===== src/rtl/rs_bank_pkg.sv =====
// Shared types for the reservation-station bank: CDB packet, station contents and issue bundle.
// Tag and data widths live here because the packed structs that cross the bank's ports carry them.
package rs_bank_pkg;

    localparam int TAG_W  = 4;
    localparam int DATA_W = 32;

    typedef logic [TAG_W-1:0]  tag_t;
    typedef logic [DATA_W-1:0] word_t;

    typedef enum logic [3:0] {
        NOP     = 4'd0,
        ALU_ADD = 4'd1,
        ALU_SUB = 4'd2,
        ALU_AND = 4'd3,
        ALU_OR  = 4'd4,
        ALU_XOR = 4'd5,
        ALU_SLL = 4'd6,
        ALU_SRL = 4'd7
    } alu_op_t;

    typedef enum logic [2:0] {
        NB     = 3'd0,
        BR_EQ  = 3'd1,
        BR_NE  = 3'd2,
        BR_LT  = 3'd3,
        BR_GE  = 3'd4,
        BR_JAL = 3'd5
    } branch_t;

    typedef struct packed {
        tag_t    q_j;
        tag_t    q_k;
        word_t   v_j;
        word_t   v_k;
        logic    load;
        tag_t    rob_entry;
        alu_op_t alu_op;
        branch_t branch_type;
    } rs_data_t;

    typedef struct packed {
        logic  valid;
        tag_t  dest_rob_entry;
        word_t result;
        logic  load_step1;
    } cdb_packet_t;

    typedef struct packed {
        alu_op_t alu_op;
        tag_t    rob_entry;
        branch_t branch_type;
        word_t   rs1;
        word_t   rs2;
        logic    load;
    } rs_out_t;

    localparam rs_data_t RS_EMPTY = '{
        q_j: '0, q_k: '0, v_j: '0, v_k: '0, load: 1'b0,
        rob_entry: '0, alu_op: NOP, branch_type: NB
    };

    function automatic rs_out_t to_out(input rs_data_t d);
        rs_out_t o;
        o.alu_op      = d.alu_op;
        o.rob_entry   = d.rob_entry;
        o.branch_type = d.branch_type;
        o.rs1         = d.v_j;
        o.rs2         = d.v_k;
        o.load        = d.load;
        return o;
    endfunction

endpackage


===== src/rtl/rs_entry.sv =====
// One reservation station: holds an instruction, snoops the CDB for its operands,
// applies the allocation bypass, and reports when it is ready to issue.
module rs_entry
    import rs_bank_pkg::*;
(
    input  logic        clk,
    input  logic        reset,
    input  logic        flush,
    input  logic        alloc_en,
    input  logic        free_en,
    input  rs_data_t    alloc_d,
    input  cdb_packet_t cdb_in,
    output logic        valid,
    output logic        ready,
    output rs_out_t     issue_out
);

    rs_data_t data;
    logic     wake;
    logic     hit_j, hit_k, byp_j, byp_k;

    // Load first-step broadcasts carry an address, not a value, so they never wake anyone.
    assign wake  = cdb_in.valid & ~cdb_in.load_step1;
    assign hit_j = wake && (data.q_j != '0) && (data.q_j == cdb_in.dest_rob_entry);
    assign hit_k = wake && (data.q_k != '0) && (data.q_k == cdb_in.dest_rob_entry);
    assign byp_j = wake && (alloc_d.q_j != '0) && (alloc_d.q_j == cdb_in.dest_rob_entry);
    assign byp_k = wake && (alloc_d.q_k != '0) && (alloc_d.q_k == cdb_in.dest_rob_entry);

    always_ff @(posedge clk) begin
        // NOTE: non-blocking assignments, so every station samples the same pre-edge CDB and control values.
        if (!reset || flush) begin
            valid <= 1'b0;
            data  <= RS_EMPTY;
        end else if (alloc_en) begin
            valid <= 1'b1;
            data  <= alloc_d;
            if (byp_j) begin
                data.q_j <= '0;
                data.v_j <= cdb_in.result;
            end
            if (byp_k) begin
                data.q_k <= '0;
                data.v_k <= cdb_in.result;
            end
        end else if (free_en) begin
            valid <= 1'b0;
            data  <= RS_EMPTY;
        end else begin
            if (hit_j) begin
                data.q_j <= '0;
                data.v_j <= cdb_in.result;
            end
            if (hit_k) begin
                data.q_k <= '0;
                data.v_k <= cdb_in.result;
            end
        end
    end

    assign ready     = valid && (data.q_j == '0) && (data.q_k == '0) && (data.rob_entry != '0);
    assign issue_out = to_out(data);

endmodule


===== src/rtl/rs_bank.sv =====
// Reservation-station bank: lowest-free-slot allocation, age-ordered issue of the oldest
// ready station, and an occupancy count; flush and reset empty every station.
module rs_bank
    import rs_bank_pkg::*;
#(
    parameter  int NUM_ENTRIES = 4,
    localparam int OCC_W       = $clog2(NUM_ENTRIES + 1)
) (
    input  logic             clk,
    input  logic             reset,
    input  logic             flush,
    input  logic             alloc_valid,
    output logic             alloc_ready,
    input  rs_data_t         alloc_d,
    input  cdb_packet_t      cdb_in,
    output logic             issue_valid,
    input  logic             issue_ready,
    output rs_out_t          issue_data,
    output logic [OCC_W-1:0] occupancy
);

    logic [NUM_ENTRIES-1:0] ent_valid, ent_ready;
    logic [NUM_ENTRIES-1:0] free_slot, alloc_vec, sel_vec, free_vec;
    rs_out_t                ent_out [NUM_ENTRIES];
    // older[i][j] set means station j was allocated before station i.
    logic [NUM_ENTRIES-1:0] older   [NUM_ENTRIES];
    logic                   alloc_fire, issue_fire;

    for (genvar g = 0; g < NUM_ENTRIES; g++) begin : g_entry
        rs_entry u_entry (
            .clk       (clk),
            .reset     (reset),
            .flush     (flush),
            .alloc_en  (alloc_vec[g]),
            .free_en   (free_vec[g]),
            .alloc_d   (alloc_d),
            .cdb_in    (cdb_in),
            .valid     (ent_valid[g]),
            .ready     (ent_ready[g]),
            .issue_out (ent_out[g])
        );
    end

    always_comb begin
        // NOTE: default first, so no path through the loop leaves the value held (no latch).
        free_slot = '0;
        for (int i = NUM_ENTRIES - 1; i >= 0; i--) begin
            if (!ent_valid[i]) free_slot = NUM_ENTRIES'(1) << i;
        end
    end

    assign alloc_ready = ~(&ent_valid) & ~flush;
    assign alloc_fire  = alloc_valid & alloc_ready;
    assign alloc_vec   = alloc_fire ? free_slot : '0;

    // A ready station wins when no ready station is older than it; age is a total order over valid stations.
    always_comb begin
        sel_vec    = '0;
        issue_data = '0;
        for (int i = 0; i < NUM_ENTRIES; i++) begin
            sel_vec[i] = ent_ready[i] && ((older[i] & ent_ready) == '0);
            if (sel_vec[i]) issue_data = ent_out[i];
        end
    end

    assign issue_valid = (|ent_ready) & ~flush;
    assign issue_fire  = issue_valid & issue_ready;
    assign free_vec    = issue_fire ? sel_vec : '0;

    always_ff @(posedge clk) begin
        for (int i = 0; i < NUM_ENTRIES; i++) begin
            if (!reset || flush || free_vec[i]) begin
                older[i] <= '0;
            end else if (alloc_vec[i]) begin
                older[i] <= ent_valid & ~free_vec;
            end else begin
                older[i] <= older[i] & ~free_vec;
            end
        end
    end

    always_ff @(posedge clk) begin
        if (!reset || flush) begin
            occupancy <= '0;
        end else begin
            occupancy <= occupancy + OCC_W'(alloc_fire) - OCC_W'(issue_fire);
        end
    end

endmodule


===== config.mk =====
export PLATFORM = sky130hd
export DESIGN_NAME = rs_bank
export DESIGN_NICKNAME = d
export VERILOG_FILES = /design/src/rtl/rs_bank_pkg.sv /design/src/rtl/rs_entry.sv /design/src/rtl/rs_bank.sv
export SDC_FILE = /design/constraint.sdc
export NUM_CORES = 1
export LEC_CHECK = 0
export CORE_ASPECT_RATIO = 0.5
export CORE_MARGIN = 2
export CORE_UTILIZATION = 50
export DETAILED_ROUTE_END_ITERATION = 6
export GPL_ROUTABILITY_DRIVEN = 0
export GPL_TIMING_DRIVEN = 1
export PLACE_DENSITY = 0.72
export SETUP_SLACK_MARGIN = 0.1
export SLEW_MARGIN = 20
export SYNTH_ARGS = -nofsm -noshare
export SYNTH_HDL_FRONTEND = slang
export SYNTH_SLANG_ARGS = --single-unit

===== constraint.sdc =====
create_clock -name clk -period 3.57 [get_ports clk]
set_clock_uncertainty 0.1 [all_clocks]
set_input_delay 0.714 -clock clk [delete_from_list [all_inputs] [get_ports clk]]
set_output_delay 0.714 -clock clk [all_outputs]
set_load 0.05 [all_outputs]

==> impl_metrics.tcl <==
set metrics [dict create \
    status "complete, but fails checks" \
    violations "setup timing" \
    hold_violations 0 \
    place_ws_ns -0.0488 \
    netlist_instances 1995 \
    yosys_register_bits 359 \
    nets 2323 \
    grt_usage_pct 32.4 \
    firstDrtPassIters 6 \
    synth_warnings 0 \
    worst_slack_ns -0.451 \
    die_w_um 272 \
    final_cells 2696 \
    period_share_pct 113 \
    fin_crit_ns 4.02 \
    h-tree-depth 2 \
    synth_largest_area_cell "dfxtp_1" \
    setup_viol 76 \
    layout_commonest_cell "dfxtp_1" \
    root_buffer "clkbuf_16" \
    grt_pass1_wl_um 96000 \
    netlist_area_mm2 0.0179 \
    tns_ns -30.84 \
    crit_slowest_cell "or4_4" \
    clk_pin_slew_worst_paths_ns 0.07 \
    synth_top_area_share_pct 38.3 \
    hold_class "register to register" \
    clockBufferDepth 3 \
    clock_latency_ns 0.53 \
    crit_path_end_kind "primary output" \
    crit_top_cell "buf_12" \
    synthAdderAreaFrac_pct 0.251 \
    totalWireLength_um 64300 \
    maxCapViolations 0 \
    synthArstFlopShare_pct 0 \
    critPathArrivalTime_ns 3.21 \
    start_kind "register" \
    fmax_mhz 249 \
    dp_hpwl_um 38900 \
    synth_top_family_by_area "compound AO/OA/AOI/OAI gates" \
    ir_drop_v 0.000266 \
    die_area_mm2 0.0375 \
    viasPerCell 6.54 \
    antenna_found_initial 4 \
    drt_iter0_drc 2344 \
    core-area_mm2 0.0349 \
    syn_avg_cell_area_um2 8.98 \
    rsz0062_at_grt "true" \
    slowest_delay_ns 0.58 \
    crit_type "register to primary output" \
    ios 208 \
    synth_xor_area_share_pct 1.66 \
    cp_top_family "simple AND/OR/NAND/NOR gates" \
    path_cells "or4_4 > or4_4 > and4b_2 > a31oi_4 > buf_12 > buf_12 > o211ai_1 > o221a_1 > buf_12" \
    synth-edff-count 16 \
    synth_compound_area_share_pct 31.4 \
    port-buffer-count 207 \
    layout_common_cells "dfxtp_1 (341), a211oi_1 (225), nor2_1 (145)" \
    rows 48 \
    synth-simple-area-share_pct 15.2 \
    maxSlewViolCount 0 \
    cts.sinks 359 \
    worst_slew_pin_slew_ns 1.08 \
    grt_pass1_vias 16500 \
    placed_cells 2612 \
    ys_seq_area_share_pct 41.0 \
    cp_num_buf_inv 3 \
    synthMuxAreaShare_pct 3.86 \
    vias 17600 \
    area_delta_synth_final_pct 33.1 \
    ant_nets 0 \
    cp_max_fo 9 \
    die_y_um 138 \
    drc_errors 0 \
    start_util_pct 51.4 \
    hold_ws_ns 0.364 \
    slew_headroom_pct 27.6 \
    overflow 0 \
    grt_max_degree 116 \
    cts_tree "built" \
    numCtsBuffers 34 \
    cp.required_ns 2.76 \
    drt-wirelength-per-cell_um 23.8 \
    layout-drive-gt1-share_pct 17.3 \
    synth_cell_types 72 \
    leakage_nw 8.01 \
    fin_util_pct 68.3 \
    ys.flop_type "dfxtp_1" \
    synth_area_leaders "dfxtp_1 (38%), a211oi_1 (9.4%), o2bb2ai_1 (4.6%), o221a_2 (3.8%), mux2i_1 (3.8%)" \
    power.density_mw_per_mm2 359 \
]
-- sequential cells by signal, indices dropped and copies added, names as in the netlist --
signal / cells
g_entry.u_entry.issue_out: 304
g_entry.u_entry.data: 32
older: 16
g_entry.u_entry.valid: 4
occupancy: 3
-- stage by stage --
stage	total power, mW	area, um2
5_1_grt	8.80	23800
3_3_place_gp	4.95	22100
4_1_cts	8.55	23400
6_report	8.56	23800
2_1_floorplan	4.54	18000
3_5_place_dp	4.96	22100
-- layout make-up --
cell class                 instances  area, um2
antenna                            4       10.0
clock buffer                      50       1030
clock inverter                    10       58.8
fill                            2683      11000
inverter                          82        308
multi-input combinational       1372       9890
sequential                       359       7350
tap                              475        594
timing repair buffer             344       4610
-- cell usage after synthesis (all sizes together) (9+ instances only) --
cell,n
xnor2,20
nand2,130
nand4,14
xor2,14
o21ai,12
o2bb2ai,95
nor3,52
nor2,150
nor2b,69
nand3,43
edfxtp,16
mux2i,68
clkbuf,128
a21oi,61
dfxtp,343
nor4,9
a22o,24
o221a,76
buf,69
a22oi,82
and3,35
o211ai,76
inv,82
o31ai,12
a32oi,11
a211oi,226
-- power by group --
part | internal (mW) | leakage (nW) | switching, mW
logic | 0.314 | 4.54 | 0.482
clock network | 2.02 | 0.540 | 1.65
registers | 4.08 | 2.93 | 0.0229
total | 6.41 | 8.01 | 2.15
-- tightest hold or removal path: stages (launching register included) --
cell	delay (ns)
dfxtp_1	0.30
inv_1	0.06
a211oi_1	0.06
-- path summary, 6_finish.rpt --
check / startpoint / to / slack [ns] / cells after the start
worst max-delay path: g_entry[2].u_entry.data[81]$_SDFFE_PP0P_ / issue_data[33] / -0.45 / 9
worst min-delay path: g_entry[0].u_entry.issue_out[22]$_SDFFE_PP0P_ / g_entry[0].u_entry.issue_out[22]$_SDFFE_PP0P_ / 0.36 / 2
worst max register to register: g_entry[2].u_entry.data[81]$_SDFFE_PP0P_ / g_entry[3].u_entry.issue_out[53]$_SDFFE_PP0P_ / 0.25 / 9
worst min register to register: g_entry[0].u_entry.issue_out[22]$_SDFFE_PP0P_ / g_entry[0].u_entry.issue_out[22]$_SDFFE_PP0P_ / 0.36 / 2
-- kinds of logic (layout without fill, tap and decap cells) --
logic type	count (synthesis)	count (layout)
buf+inv	279	486
simple gates	548	548
other cells	1	20
xor+xnor	34	34
fa+ha+maj	3	3
compound gates	702	702
flops	359	359
mux	69	69
-- metal layers --
metal | up-vias | track usage (%) | share of wire [%]
met1 | 8521 | 45.1 | 42
li1 | 7942 | - | -
met3 | 127 | 5.06 | 9.5
met5 | - | 0 | 0
met4 | 0 | 10.3 | 2.9
met2 | 1029 | 51.9 | 45
-- repair_timing --
action	in CTS	in global routing
hold endpoints to repair	0	0
gates resized for setup	18	27
gates cloned	4	9
hold buffers	0	0
setup buffers	4	3
setup endpoints to repair	76	77
pin swaps	5	1
Power figures use the tool's default switching activity.
